## config.mk

```make
export PLATFORM = sky130hd
export DESIGN_NAME = divisor_seq_ctrl_flat
export DESIGN_NICKNAME = d
export VERILOG_FILES = /design/src/rtl/divisor_seq_ctrl_if.sv /design/src/rtl/divisor_seq_ctrl.sv /design/src/flat_wrapper.sv
export SDC_FILE = /design/constraint.sdc
export NUM_CORES = 1
export LEC_CHECK = 0
export BUFFER_PORTS_ARGS = -buffer_cell sky130_fd_sc_hd__buf_2
export CAP_MARGIN = 20
export CORE_MARGIN = 10
export CORE_UTILIZATION = 52
export DETAILED_ROUTE_END_ITERATION = 10
export GPL_TIMING_DRIVEN = 0
export HOLD_SLACK_MARGIN = 0.05
export PLACE_DENSITY_LB_ADDON = 0.12
export SYNTH_ARGS = -nofsm -noshare
export SYNTH_HDL_FRONTEND = slang
export SYNTH_SLANG_ARGS = --single-unit
```

## constraint.sdc

```tcl
create_clock -name clk -period 2.85 [get_ports clk]
set_input_delay 0.57 -clock clk [delete_from_list [all_inputs] [get_ports clk]]
set_output_delay 0.57 -clock clk [all_outputs]
set_load 0.1 [all_outputs]
```

## src/rtl/divisor_seq_ctrl_if.sv

```systemverilog
// Start/busy/done handshake and operand/result bus between the ALU opcode decoder
// and the sequential divider.
interface divisor_seq_ctrl_if #(
    parameter int unsigned WIDTH = 8
);
    logic             start;
    logic [WIDTH-1:0] a;
    logic [WIDTH-1:0] b;
    logic             busy;
    logic             done;
    logic [WIDTH-1:0] q;
    logic [WIDTH-1:0] r;
    logic             div_zero;
    logic             ov;

    modport master (
        output start, a, b,
        input  busy, done, q, r, div_zero, ov
    );

    modport slave (
        input  start, a, b,
        output busy, done, q, r, div_zero, ov
    );
endinterface

```

## src/rtl/divisor_seq_ctrl.sv

```systemverilog
// Multicycle restoring divider for the ALU: one shift/subtract step per clock,
// WIDTH steps per operation, registered quotient/remainder with a done pulse.
module divisor_seq_ctrl #(
    parameter int unsigned WIDTH = 8
) (
    input  logic                clk,
    input  logic                rst_n,
    divisor_seq_ctrl_if.slave   bus
);
    localparam int unsigned CNT_W = (WIDTH > 1) ? $clog2(WIDTH) : 1;

    typedef enum logic [1:0] {
        S_IDLE = 2'd0,
        S_DIV  = 2'd1,
        S_DONE = 2'd2
    } state_t;

    state_t             state;
    logic [WIDTH-1:0]   rem;
    logic [WIDTH-1:0]   quo;
    logic [WIDTH-1:0]   dvs;
    logic [CNT_W-1:0]   cnt;

    logic               busy_q;
    logic               done_q;
    logic [WIDTH-1:0]   q_q;
    logic [WIDTH-1:0]   r_q;
    logic               div_zero_q;
    logic               ov_q;

    logic [WIDTH:0]     trial_c;
    logic [WIDTH-1:0]   rem_nxt_c;
    logic [WIDTH-1:0]   quo_nxt_c;

    // One restoring iteration: shift the next dividend bit in, subtract if it fits.
    always_comb begin
        trial_c   = {rem, quo[WIDTH-1]} - {1'b0, dvs};
        rem_nxt_c = {rem[WIDTH-2:0], quo[WIDTH-1]};
        quo_nxt_c = {quo[WIDTH-2:0], 1'b0};
        if (!trial_c[WIDTH]) begin
            rem_nxt_c = trial_c[WIDTH-1:0];
            quo_nxt_c = {quo[WIDTH-2:0], 1'b1};
        end
    end

    always_ff @(posedge clk or negedge rst_n) begin
        if (!rst_n) begin
            state      <= S_IDLE;
            rem        <= '0;
            quo        <= '0;
            dvs        <= '0;
            cnt        <= '0;
            busy_q     <= 1'b0;
            done_q     <= 1'b0;
            q_q        <= '0;
            r_q        <= '0;
            div_zero_q <= 1'b0;
            ov_q       <= 1'b0;
        end else begin
            done_q <= 1'b0;
            case (state)
                S_IDLE, S_DONE: begin
                    if (bus.start) begin
                        if (bus.b == '0) begin
                            // Divide-by-zero bypasses iteration and reports immediately.
                            state      <= S_DONE;
                            q_q        <= '1;
                            r_q        <= bus.a;
                            div_zero_q <= 1'b1;
                            ov_q       <= 1'b1;
                            done_q     <= 1'b1;
                            busy_q     <= 1'b0;
                        end else begin
                            state  <= S_DIV;
                            rem    <= '0;
                            quo    <= bus.a;
                            dvs    <= bus.b;
                            cnt    <= '0;
                            busy_q <= 1'b1;
                        end
                    end else begin
                        state  <= S_IDLE;
                        busy_q <= 1'b0;
                    end
                end
                S_DIV: begin
                    rem <= rem_nxt_c;
                    quo <= quo_nxt_c;
                    cnt <= cnt + CNT_W'(1);
                    if (cnt == CNT_W'(WIDTH - 1)) begin
                        state      <= S_DONE;
                        q_q        <= quo_nxt_c;
                        r_q        <= rem_nxt_c;
                        div_zero_q <= 1'b0;
                        ov_q       <= 1'b0;
                        done_q     <= 1'b1;
                        busy_q     <= 1'b0;
                    end
                end
                default: begin
                    state  <= S_IDLE;
                    busy_q <= 1'b0;
                end
            endcase
        end
    end

    assign bus.busy     = busy_q;
    assign bus.done     = done_q;
    assign bus.q        = q_q;
    assign bus.r        = r_q;
    assign bus.div_zero = div_zero_q;
    assign bus.ov       = ov_q;
endmodule
```

## src/flat_wrapper.sv

```systemverilog
// flat-port wrapper written by rule: the top's interface ports become plain ports
module divisor_seq_ctrl_flat 
#(
    parameter int unsigned WIDTH = 8
)
  (clk, rst_n, bus_start, bus_a, bus_b, bus_busy, bus_done, bus_q, bus_r, bus_div_zero, bus_ov);
  divisor_seq_ctrl_if #(.WIDTH(WIDTH)) bus_i ();
  input  logic clk;
  input  logic rst_n;
  input wire logic [$bits(bus_i.start)-1:0] bus_start;
  input wire logic [$bits(bus_i.a)-1:0] bus_a;
  input wire logic [$bits(bus_i.b)-1:0] bus_b;
  output wire logic [$bits(bus_i.busy)-1:0] bus_busy;
  output wire logic [$bits(bus_i.done)-1:0] bus_done;
  output wire logic [$bits(bus_i.q)-1:0] bus_q;
  output wire logic [$bits(bus_i.r)-1:0] bus_r;
  output wire logic [$bits(bus_i.div_zero)-1:0] bus_div_zero;
  output wire logic [$bits(bus_i.ov)-1:0] bus_ov;
  assign bus_i.start = bus_start;
  assign bus_i.a = bus_a;
  assign bus_i.b = bus_b;
  assign bus_busy = bus_i.busy;
  assign bus_done = bus_i.done;
  assign bus_q = bus_i.q;
  assign bus_r = bus_i.r;
  assign bus_div_zero = bus_i.div_zero;
  assign bus_ov = bus_i.ov;
  divisor_seq_ctrl #(.WIDTH(WIDTH)) u_core (.clk(clk), .rst_n(rst_n), .bus(bus_i));
endmodule
```

==> results_dict.tcl <==
set metrics [dict create \
    status "completed" \
    final_core_util_pct 60.9 \
    r2r_setup_slack_ps 170 \
    num-nets-final 352 \
    synth-main-ff-cell "dfrtp_1" \
    timing.fmax_mhz 373 \
    die_area_um2 8390 \
    drt_wl_total_mm 6.75 \
    synth-edff-count 0 \
    place_ws_ps 150 \
    fin_ws_ps 166 \
    ys_async_sr_fraction_pct 100 \
    vias_per_cell 5.74 \
    io_buffers 38 \
    insertion_delay_ps 310 \
    cts_buffers 5 \
    grt_pass1_vias 2299 \
    start_kind "flip-flop" \
    area_growth_pct 15.1 \
    place_congestion 0.866 \
    cts_tree "built" \
    syn_avg_cell_area_um2 9.70 \
    endpoint_kind "flip-flop" \
    ios 39 \
    worst-r2r-cell-count 10 \
    grt-ovfl-total 0 \
    cp_data_arrival_time_ps 2890 \
    clock_tree.buffer_depth 2 \
    clock_sinks 47 \
    grt_pass1_wl_mm 11.2 \
    path_cells "inv_1 > ha_1 > inv_1 > fa_1 > a211oi_2 > o21ai_2 > a211oi_4 > buf_12 > mux2_4 > o22a_2" \
    synthCells 275 \
    grt_use_total_pct 16.3 \
    hp-class "in -> async" \
    num_antenna_cells 0 \
    final_cell_mix "dfrtp_1 (47), buf_2 (45), nand2_1 (44)" \
    max_stage_delay_ps 430 \
    finalSetupViolCount 0 \
    vias 2255 \
    clock_skew_ps 11.9 \
    synth.area.top_cells "dfrtp_1 (44%), nand2_1 (6.2%), o21ai_0 (4.9%), ha_1 (4.7%), mux2i_1 (3.4%)" \
    cp_data_required_time_ps 3060 \
    ys_seq_area_share_pct 44.1 \
    synth_area_um2 2670 \
    core_um2 5040 \
    die_h_um 91.6 \
    slew_headroom_pct 60.0 \
    drv_slew 0 \
    critPathKind "reg -> reg" \
    synth_fp_nets 305 \
    hold-worst-slack_ps 83.8 \
    fill_cells 445 \
    firstDrtPassIters 4 \
    ant_nets 0 \
    hold_violations 0 \
    rows 26 \
    synth_top_area_share_pct 44.1 \
    ys_warn_count 0 \
    finalCritPeriodShare_pct 94.2 \
    start_util_pct 52.9 \
    final_common_cell "dfrtp_1" \
    die_w_um 91.6 \
    grt_start_max_net_pins 48 \
    clk_pin_slew_ps 90 \
    tightest_slew_ps 594 \
    drc 0 \
    r2r_start "u_core.quo[7]$_DFFE_PN0P_" \
    synth.distinct_cells 60 \
    clockRootBuffer "clkbuf_8" \
    dp.final_hpwl_mm 5.06 \
    initialDrtViolationCount 179 \
    antenna_found_initial 0 \
    drv_cap 0 \
    cp_slowest_cell "fa_1" \
    timing.rr.end "u_core.bus.r[0]$_DFFE_PN0P_" \
    yosysTopAreaCell "dfrtp_1" \
    ys_ff_latch 47 \
    cp_common_cell "inv_1" \
    crit_start "u_core.quo[7]$_DFFE_PN0P_" \
    drive_above_1_share_pct 22.6 \
    critPathBufInv 3 \
    critPathMaxFanout 8 \
    period_needed_ps 2680 \
    postCtsHoldBufs 0 \
    drt-wirelength-per-cell_um 17.2 \
    crit_family "compound AO/OA/AOI/OAI gates" \
    htree_num_levels 2 \
]
-- area by class of cell --
cell class                      instances  area [um2]  area share (%)
Buffer                                 14        76.3            2.49
Clock buffer                            6        72.6            2.36
Clock inverter                          2        12.5           0.408
Inverter                               12        45.0            1.47
Multi-Input combinational cell        202        1370            44.6
Sequential cell                        47        1180            38.3
Tap cell                               70        87.6            2.85
Timing Repair Buffer                   40         230            7.50
-- metal layers --
layer,wire (um),GRT usage [%],vias up
li1,-,-,1106
met1,3050,20.1,1085
met2,3230,27.3,56
met3,374,3.79,8
met4,99,5.48,0
met5,0,0,-
-- synthesized netlist by cell type (all sizes together) (5+ instances only) --
library cell  instances
dfrtp                47
nand2                44
o21ai                28
nor2                 16
inv                  12
a21oi                11
buf                  11
ha                   10
o22a                 10
mux2i                 9
nor3                  7
nor4                  5
-- registers in the layout (all words and copies together) (netlist names) --
signal and count:
u_core.state 1, u_core.rem 8, u_core.quo 8, u_core.bus.q 8, u_core.bus.busy 1, u_core.bus.r 8, u_core.bus.div_zero 1, u_core.dvs 8
u_core.cnt 3, u_core.bus.done 1
-- per-stage QoR --
| stage | cells | area, um2 | setup TNS [ps] |
|---|---|---|---|
| after floorplan | 275 | 2670 | 0 |
| after global placement | 383 | 2940 | 0 |
| after detailed placement | 383 | 2940 | 0 |
| after CTS | 391 | 3030 | 0 |
| after global routing | 393 | 3070 | -1.84 |
| final | 393 | 3070 | 0 |
-- kinds of logic after synthesis --
group                    Yosys count  synth area share [%]
AO/OA/AOI/OAI                     91                  25.4
XOR/XNOR                           2                 0.657
adder cells (fa/ha/maj)           11                  5.44
buffers and inverters             26                  4.55
flip-flops                        47                  44.1
multiplexers                      11                  4.36
AND/OR/NAND/NOR                   87                  15.5
-- timing repair --
item                                    in CTS  in global routing
setup buffers                                0                  1
resized for setup                            0                  0
endpoints found under the setup margin       0                  3
-- how the worst max path moves through the flow --
stage,to,slack (ps),cells after the start
floorplan,u_core.bus.r[0]$_DFFE_PN0P_,410,9
global placement,u_core.bus.r[0]$_DFFE_PN0P_,180,9
detailed placement,u_core.bus.r[0]$_DFFE_PN0P_,150,9
CTS,u_core.bus.r[0]$_DFFE_PN0P_,130,9
global route,u_core.bus.r[7]$_DFFE_PN0P_,-2,10
finish,u_core.bus.r[0]$_DFFE_PN0P_,170,10
Power is not shown: default switching activity piles up to over one toggle a cycle in this logic, so the estimate is an artifact.
